## src/rtl/traffic_pkg.sv

```systemverilog
// Shared constants for the intersection: light one-hot codes, timer states and FSM phases.
package traffic_pkg;

  localparam int LIGHT_W_DEF = 3;

  localparam logic [2:0] LIGHT_OFF    = 3'b000;
  localparam logic [2:0] LIGHT_GREEN  = 3'b100;
  localparam logic [2:0] LIGHT_YELLOW = 3'b010;
  localparam logic [2:0] LIGHT_RED    = 3'b001;

  // Largest value the two-digit display can show; anything above saturates.
  localparam int BCD_MAX = 99;

  typedef enum logic [1:0] {
    T_IDLE    = 2'd0,
    T_RUN     = 2'd1,
    T_EXPIRED = 2'd2
  } timer_state_e;

  typedef enum logic [1:0] {
    PH_IDLE   = 2'd0,
    PH_GREEN  = 2'd1,
    PH_YELLOW = 2'd2,
    PH_RED    = 2'd3
  } phase_e;

endpackage

```

## src/rtl/traffic_bin2bcd.sv

```systemverilog
// Binary-to-two-digit-BCD converter for the remaining-seconds display, saturating at 99.
module traffic_bin2bcd
  import traffic_pkg::*;
#(
  parameter int CNT_WIDTH = 7
) (
  input  logic [CNT_WIDTH-1:0] bin_i,
  output logic [3:0]           tens_o,
  output logic [3:0]           ones_o
);

  logic [7:0] bcd;

  // Double-dabble over the input bits; out-of-range values are clamped to 9/9.
  always_comb begin
    bcd = 8'h00;
    if (32'(bin_i) > 32'(BCD_MAX)) begin
      bcd = 8'h99;
    end else begin
      for (int i = CNT_WIDTH - 1; i >= 0; i--) begin
        if (bcd[3:0] >= 4'd5) bcd[3:0] = bcd[3:0] + 4'd3;
        if (bcd[7:4] >= 4'd5) bcd[7:4] = bcd[7:4] + 4'd3;
        bcd = {bcd[6:0], bin_i[i]};
      end
    end
  end

  assign tens_o = bcd[7:4];
  assign ones_o = bcd[3:0];

endmodule

```

## src/rtl/traffic_phase_timer.sv

```systemverilog
// Per-phase countdown timer for traffic_fsm: loads the selected duration, counts
// whole seconds off a prescaler and pulses last_cnt when the phase runs out.
module traffic_phase_timer
  import traffic_pkg::*;
#(
  parameter int CNT_WIDTH = 7,
  parameter int TICK_DIV  = 50_000_000,
  parameter int LIGHT_W   = 3
) (
  input  logic                 clk,
  input  logic                 rst_n,
  input  logic                 en,
  input  logic [LIGHT_W-1:0]   cnt_init,
  input  logic [CNT_WIDTH-1:0] green_time,
  input  logic [CNT_WIDTH-1:0] yellow_time,
  input  logic [CNT_WIDTH-1:0] red_time,
  output logic                 last_cnt,
  output logic                 sec_tick,
  output logic [CNT_WIDTH-1:0] remaining,
  output logic [3:0]           rem_tens,
  output logic [3:0]           rem_ones
);

  localparam int PRESC_W = (TICK_DIV > 1) ? $clog2(TICK_DIV) : 1;
  localparam logic [PRESC_W-1:0] PRESC_MAX = PRESC_W'(TICK_DIV - 1);

  timer_state_e         state_q;
  logic [CNT_WIDTH-1:0] count_q;
  logic [PRESC_W-1:0]   presc_q;
  logic                 lastCnt_q;
  logic                 secTick_q;

  logic                 loadReq;
  logic [CNT_WIDTH-1:0] selDur;
  logic [CNT_WIDTH-1:0] loadDur_d;

  // Pick the duration to load: green on arming from IDLE, otherwise one-hot
  // request with green > yellow > red priority. A zero duration becomes 1 s.
  always_comb begin
    loadReq = (state_q == T_IDLE) || (cnt_init != '0);
    selDur  = red_time;
    if (state_q == T_IDLE) begin
      selDur = green_time;
    end else if (|(cnt_init & LIGHT_W'(LIGHT_GREEN))) begin
      selDur = green_time;
    end else if (|(cnt_init & LIGHT_W'(LIGHT_YELLOW))) begin
      selDur = yellow_time;
    end
    loadDur_d = (selDur == '0) ? CNT_WIDTH'(1) : selDur;
  end

  // Timer FSM: enable drop clears everything, a load restarts the phase,
  // RUN counts down one second per prescaler wrap, EXPIRED waits for a load.
  always_ff @(posedge clk or negedge rst_n) begin
    if (!rst_n) begin
      state_q   <= T_IDLE;
      count_q   <= '0;
      presc_q   <= '0;
      lastCnt_q <= 1'b0;
      secTick_q <= 1'b0;
    end else if (!en) begin
      state_q   <= T_IDLE;
      count_q   <= '0;
      presc_q   <= '0;
      lastCnt_q <= 1'b0;
      secTick_q <= 1'b0;
    end else if (loadReq) begin
      state_q   <= T_RUN;
      count_q   <= loadDur_d;
      presc_q   <= '0;
      lastCnt_q <= 1'b0;
      secTick_q <= 1'b0;
    end else begin
      case (state_q)
        T_RUN: begin
          if (presc_q == PRESC_MAX) begin
            presc_q   <= '0;
            secTick_q <= 1'b1;
            count_q   <= count_q - CNT_WIDTH'(1);
            if (count_q == CNT_WIDTH'(1)) begin
              state_q   <= T_EXPIRED;
              lastCnt_q <= 1'b1;
            end else begin
              lastCnt_q <= 1'b0;
            end
          end else begin
            presc_q   <= presc_q + PRESC_W'(1);
            secTick_q <= 1'b0;
            lastCnt_q <= 1'b0;
          end
        end
        T_EXPIRED: begin
          count_q   <= '0;
          presc_q   <= '0;
          lastCnt_q <= 1'b0;
          secTick_q <= 1'b0;
        end
        default: begin
          state_q   <= T_IDLE;
          count_q   <= '0;
          presc_q   <= '0;
          lastCnt_q <= 1'b0;
          secTick_q <= 1'b0;
        end
      endcase
    end
  end

  assign last_cnt  = lastCnt_q;
  assign sec_tick  = secTick_q;
  assign remaining = count_q;

  traffic_bin2bcd #(
    .CNT_WIDTH(CNT_WIDTH)
  ) u_bin2bcd (
    .bin_i (count_q),
    .tens_o(rem_tens),
    .ones_o(rem_ones)
  );

endmodule

```

## config.mk

```make
export PLATFORM = sky130hd
export DESIGN_NAME = traffic_phase_timer
export DESIGN_NICKNAME = d
export VERILOG_FILES = /design/src/rtl/traffic_pkg.sv /design/src/rtl/traffic_bin2bcd.sv /design/src/rtl/traffic_phase_timer.sv
export SDC_FILE = /design/constraint.sdc
export NUM_CORES = 1
export LEC_CHECK = 0
export CORE_ASPECT_RATIO = 0.8
export CORE_MARGIN = 2
export CORE_UTILIZATION = 60
export CTS_BUF_LIST = sky130_fd_sc_hd__clkbuf_8
export DETAILED_ROUTE_END_ITERATION = 16
export PLACE_DENSITY = 0.95
export SYNTH_ARGS = -nofsm -noshare
export SYNTH_HDL_FRONTEND = slang
export SYNTH_SLANG_ARGS = --single-unit
export TNS_END_PERCENT = 20
```

## constraint.sdc

```tcl
create_clock -name clk -period 8.3 [get_ports clk]
set_input_delay 2.49 -clock clk [delete_from_list [all_inputs] [get_ports clk]]
set_output_delay 2.49 -clock clk [all_outputs]
set_load 0.02 [all_outputs]
```

==> flow_metrics.tcl <==
set metrics [dict create \
    insertion_delay_ps 300 \
    first_pass_iters 5 \
    grt_pass1_wl_mm 10.76 \
    grt_max_degree 38 \
    fin_skew_ps 6.842 \
    synth_area_um2 2661 \
    outcome "finished, final reports clean" \
    fin_ws_ps 1058 \
    fp.dieArea_um2 4988 \
    synth_warnings 0 \
    ys_seq_area_share_pct 34.79 \
    ant_nets 0 \
    synth_edf_count 0 \
    period_minus_slack_ps 7242 \
    n_antenna_cell 0 \
    start_kind "flip-flop" \
    drc 0 \
    r2r_start "presc_q[7]" \
    drt-initial-drc-count 272 \
    initial_core_util_pct 62.91 \
    ios 44 \
    tightestPinTransition_ps 1063 \
    grt_pass1_vias 2325 \
    synth.top_cells.by_area "dfrtp_1 35%, nor2_1 6.6%, ha_1 6.6%" \
    tns_ps 0 \
    crit_type "flip-flop to primary output" \
    fin_nets 386 \
    utilization_pct 76.87 \
    postPlaceCellArea_um2 3114 \
    fin_area_um2 3252 \
    maxCapViolCount 0 \
    slew_headroom_pct 28.96 \
    dp_hpwl_mm 4.321 \
    postCtsHoldBufs 0 \
    die_w_um 78.46 \
    ys.flop_type "dfrtp_1" \
    endpoint "rem_tens[1]" \
    powerDensity_nw_per_um2 181.8 \
    holdCritPathClass "flip-flop to flip-flop" \
    area_growth_pct 22.19 \
    cts_buffers 5 \
    wl_per_cell_um 15.46 \
    cts_root_buf "clkbuf_8" \
    drive_above_1_share_pct 5.491 \
    synth_cell_types 57 \
    rsz0062_at_grt "false" \
    io_buffers 43 \
    synthArstFlopShare_pct 100.0 \
    place_ws_ps 1488 \
    hold_viol 0 \
    cts_sinks 37 \
    min_period_over_period_pct 87.25 \
    fmax_ghz 0.1381 \
    r2r_slack_ps 5190 \
    synth_seq_cells 37 \
    r2r_end "remaining[2]" \
    cts_resized 0 \
    grt_overflow 0 \
    peakVddDrop_uv 128.5 \
    worstPathArrival_ps 4750 \
    fillers 284 \
    core-area_um2 4230 \
    clk_path_buf_depth 2 \
    syn_inst 305 \
    power_mw 0.5911 \
    crit_start "remaining[5]" \
    htreeDepth 2 \
    crit_fanout 13 \
    synth_top_area_share_pct 34.79 \
    slew_violations 0 \
    cts_setup_buffers 0 \
    power.leakage_nw 1.359 \
    reg2regPathDepth 6 \
    syn_nets 346 \
    cts_tree "done" \
    die_h_um 63.57 \
    grt_usage_pct 27.44 \
    via_per_inst 5.970 \
    path_clk_slew_ps 80 \
    num_rows 21 \
    routed_wl_mm 6.232 \
    worstSetupEndpointType "primary output" \
    antenna_found_initial 0 \
    syn_area_per_cell_um2 8.726 \
    dr_total_vias 2406 \
    gp_congestion 0.9436 \
    cp.required_ps 5810 \
    setup_viol 0 \
    yosysTopAreaCell "dfrtp_1" \
]
==> kinds of logic after synthesis <==
| group | Yosys count | synth area share (%) |
|---|---|---|
| AOI/OAI and AO/OA | 59 | 16.60 |
| xor gates and xnor gates | 28 | 9.215 |
| adders and majority gates | 14 | 6.582 |
| buffers and inverters | 24 | 3.949 |
| DFF | 37 | 34.79 |
| muxes | 11 | 4.325 |
| and+or+nand+nor | 132 | 24.54 |
==> state kept, by name, summed over array words and instances, names as in the netlist <==
| signal | flops |
|---|---|
| presc_q | 26 |
| remaining | 7 |
| state_q | 2 |
| last_cnt | 1 |
| sec_tick | 1 |
==> area by class of cell <==
cell class              instances  area (µm²)  share of cell area (%)
inverters                      13       48.80                   1.501
clock inverters                 3       68.82                   2.116
clock buffers                   5       68.82                   2.116
well taps                      57       71.32                   2.193
repair buffers                 44       437.9                   13.47
flip-flops and latches         37       925.9                   28.47
multi-input cells             244        1630                   50.13
==> synthesized netlist by cell type, types with 2 or more instances <==
master      n
a211o_1     2
a21oi_1     8
a22oi_1     3
a31oi_1     2
and3_1      6
and4_1      3
buf_2       6
clkbuf_1    4
dfrtp_1    37
ha_1       14
inv_1      13
mux2i_1    10
nand2_1    27
nand2b_1    3
nand3_1    14
nand3b_1    2
nand4_1     6
nor2_1     47
nor3_1      7
nor4_1      4
o2111ai_1   2
o211ai_1    6
o21a_1      3
o21ai_0    13
o22ai_1     4
or4_1       2
xnor2_1     8
xor2_1     20
==> per-stage QoR <==
step                cells  hold WS, ps
floorplan             305        474.7
global placement      395        505.2
detailed placement    395        508.2
CTS                   403        519.2
global route          403        550.6
finish                403        526.0
==> worst max-delay path, stage by stage (launching register included) <==
cell             delay [ps]
dfrtp_1                 640
inv_1                   170
ha_1                    270
nor2_1                  150
o21ai_1                 140
inv_1                   100
ha_1                    230
nand2b_1                140
o211a_4                 190
o211ai_1                350
ha_1                    260
nor2b_1                 220
nor2_1                   60
mux2i_1                 270
inv_1                    80
ha_1                    180
inv_1                    80
a21oi_1                  80
xor2_1                  170
nor2_1                   90
clkdlybuf4s50_1         600
==> per-layer routing <==
metal | up-vias | track usage (%) | part of all wire [%]
met5 | - | 0 | 0
met4 | 0 | 10.09 | 1.9
met3 | 12 | 4.585 | 4.7
met2 | 74 | 44.61 | 48
met1 | 1145 | 37.02 | 45
li1 | 1175 | - | -
==> worst min path at each step <==
stage          startpoint    endpoint  slack (ps)  cells after the start
5_1_grt        presc_q[0]  presc_q[0]         550                      1
4_1_cts        presc_q[0]  presc_q[0]         520                      1
6_report       presc_q[0]  presc_q[0]         530                      1
3_3_place_gp   presc_q[0]  presc_q[0]         510                      1
3_5_place_dp   presc_q[0]  presc_q[0]         510                      1
2_1_floorplan  presc_q[0]  presc_q[0]         470                      1
==> power by group <==
group          internal [mW]  switching [mW]
clock                  0.121          0.0689
sequential             0.184          0.0102
combinational         0.0979           0.110
total                  0.402           0.189
==> cell usage in the layout (no fill, tap or decap), types with 2 or more instances in the layout <==
cell / instances
nor2_1: 47
clkdlybuf4s50_1: 43
dfrtp_1: 37
nand2_1: 27
xor2_1: 20
nand3_1: 14
ha_1: 14
inv_1: 13
o21ai_0: 13
mux2i_1: 10
a21oi_1: 8
xnor2_1: 8
nor3_1: 7
o211ai_1: 6
nand4_1: 6
and3_1: 6
clkbuf_8: 5
nor4_1: 4
o22ai_1: 4
nand2b_1: 3
o21a_1: 3
a22oi_1: 3
and4_1: 3
a211o_1: 2
o2111ai_1: 2
nand3b_1: 2
a31oi_1: 2
or4_1: 2
bufinv_16: 2
Note: power is estimated with default switching activity, not from simulation.
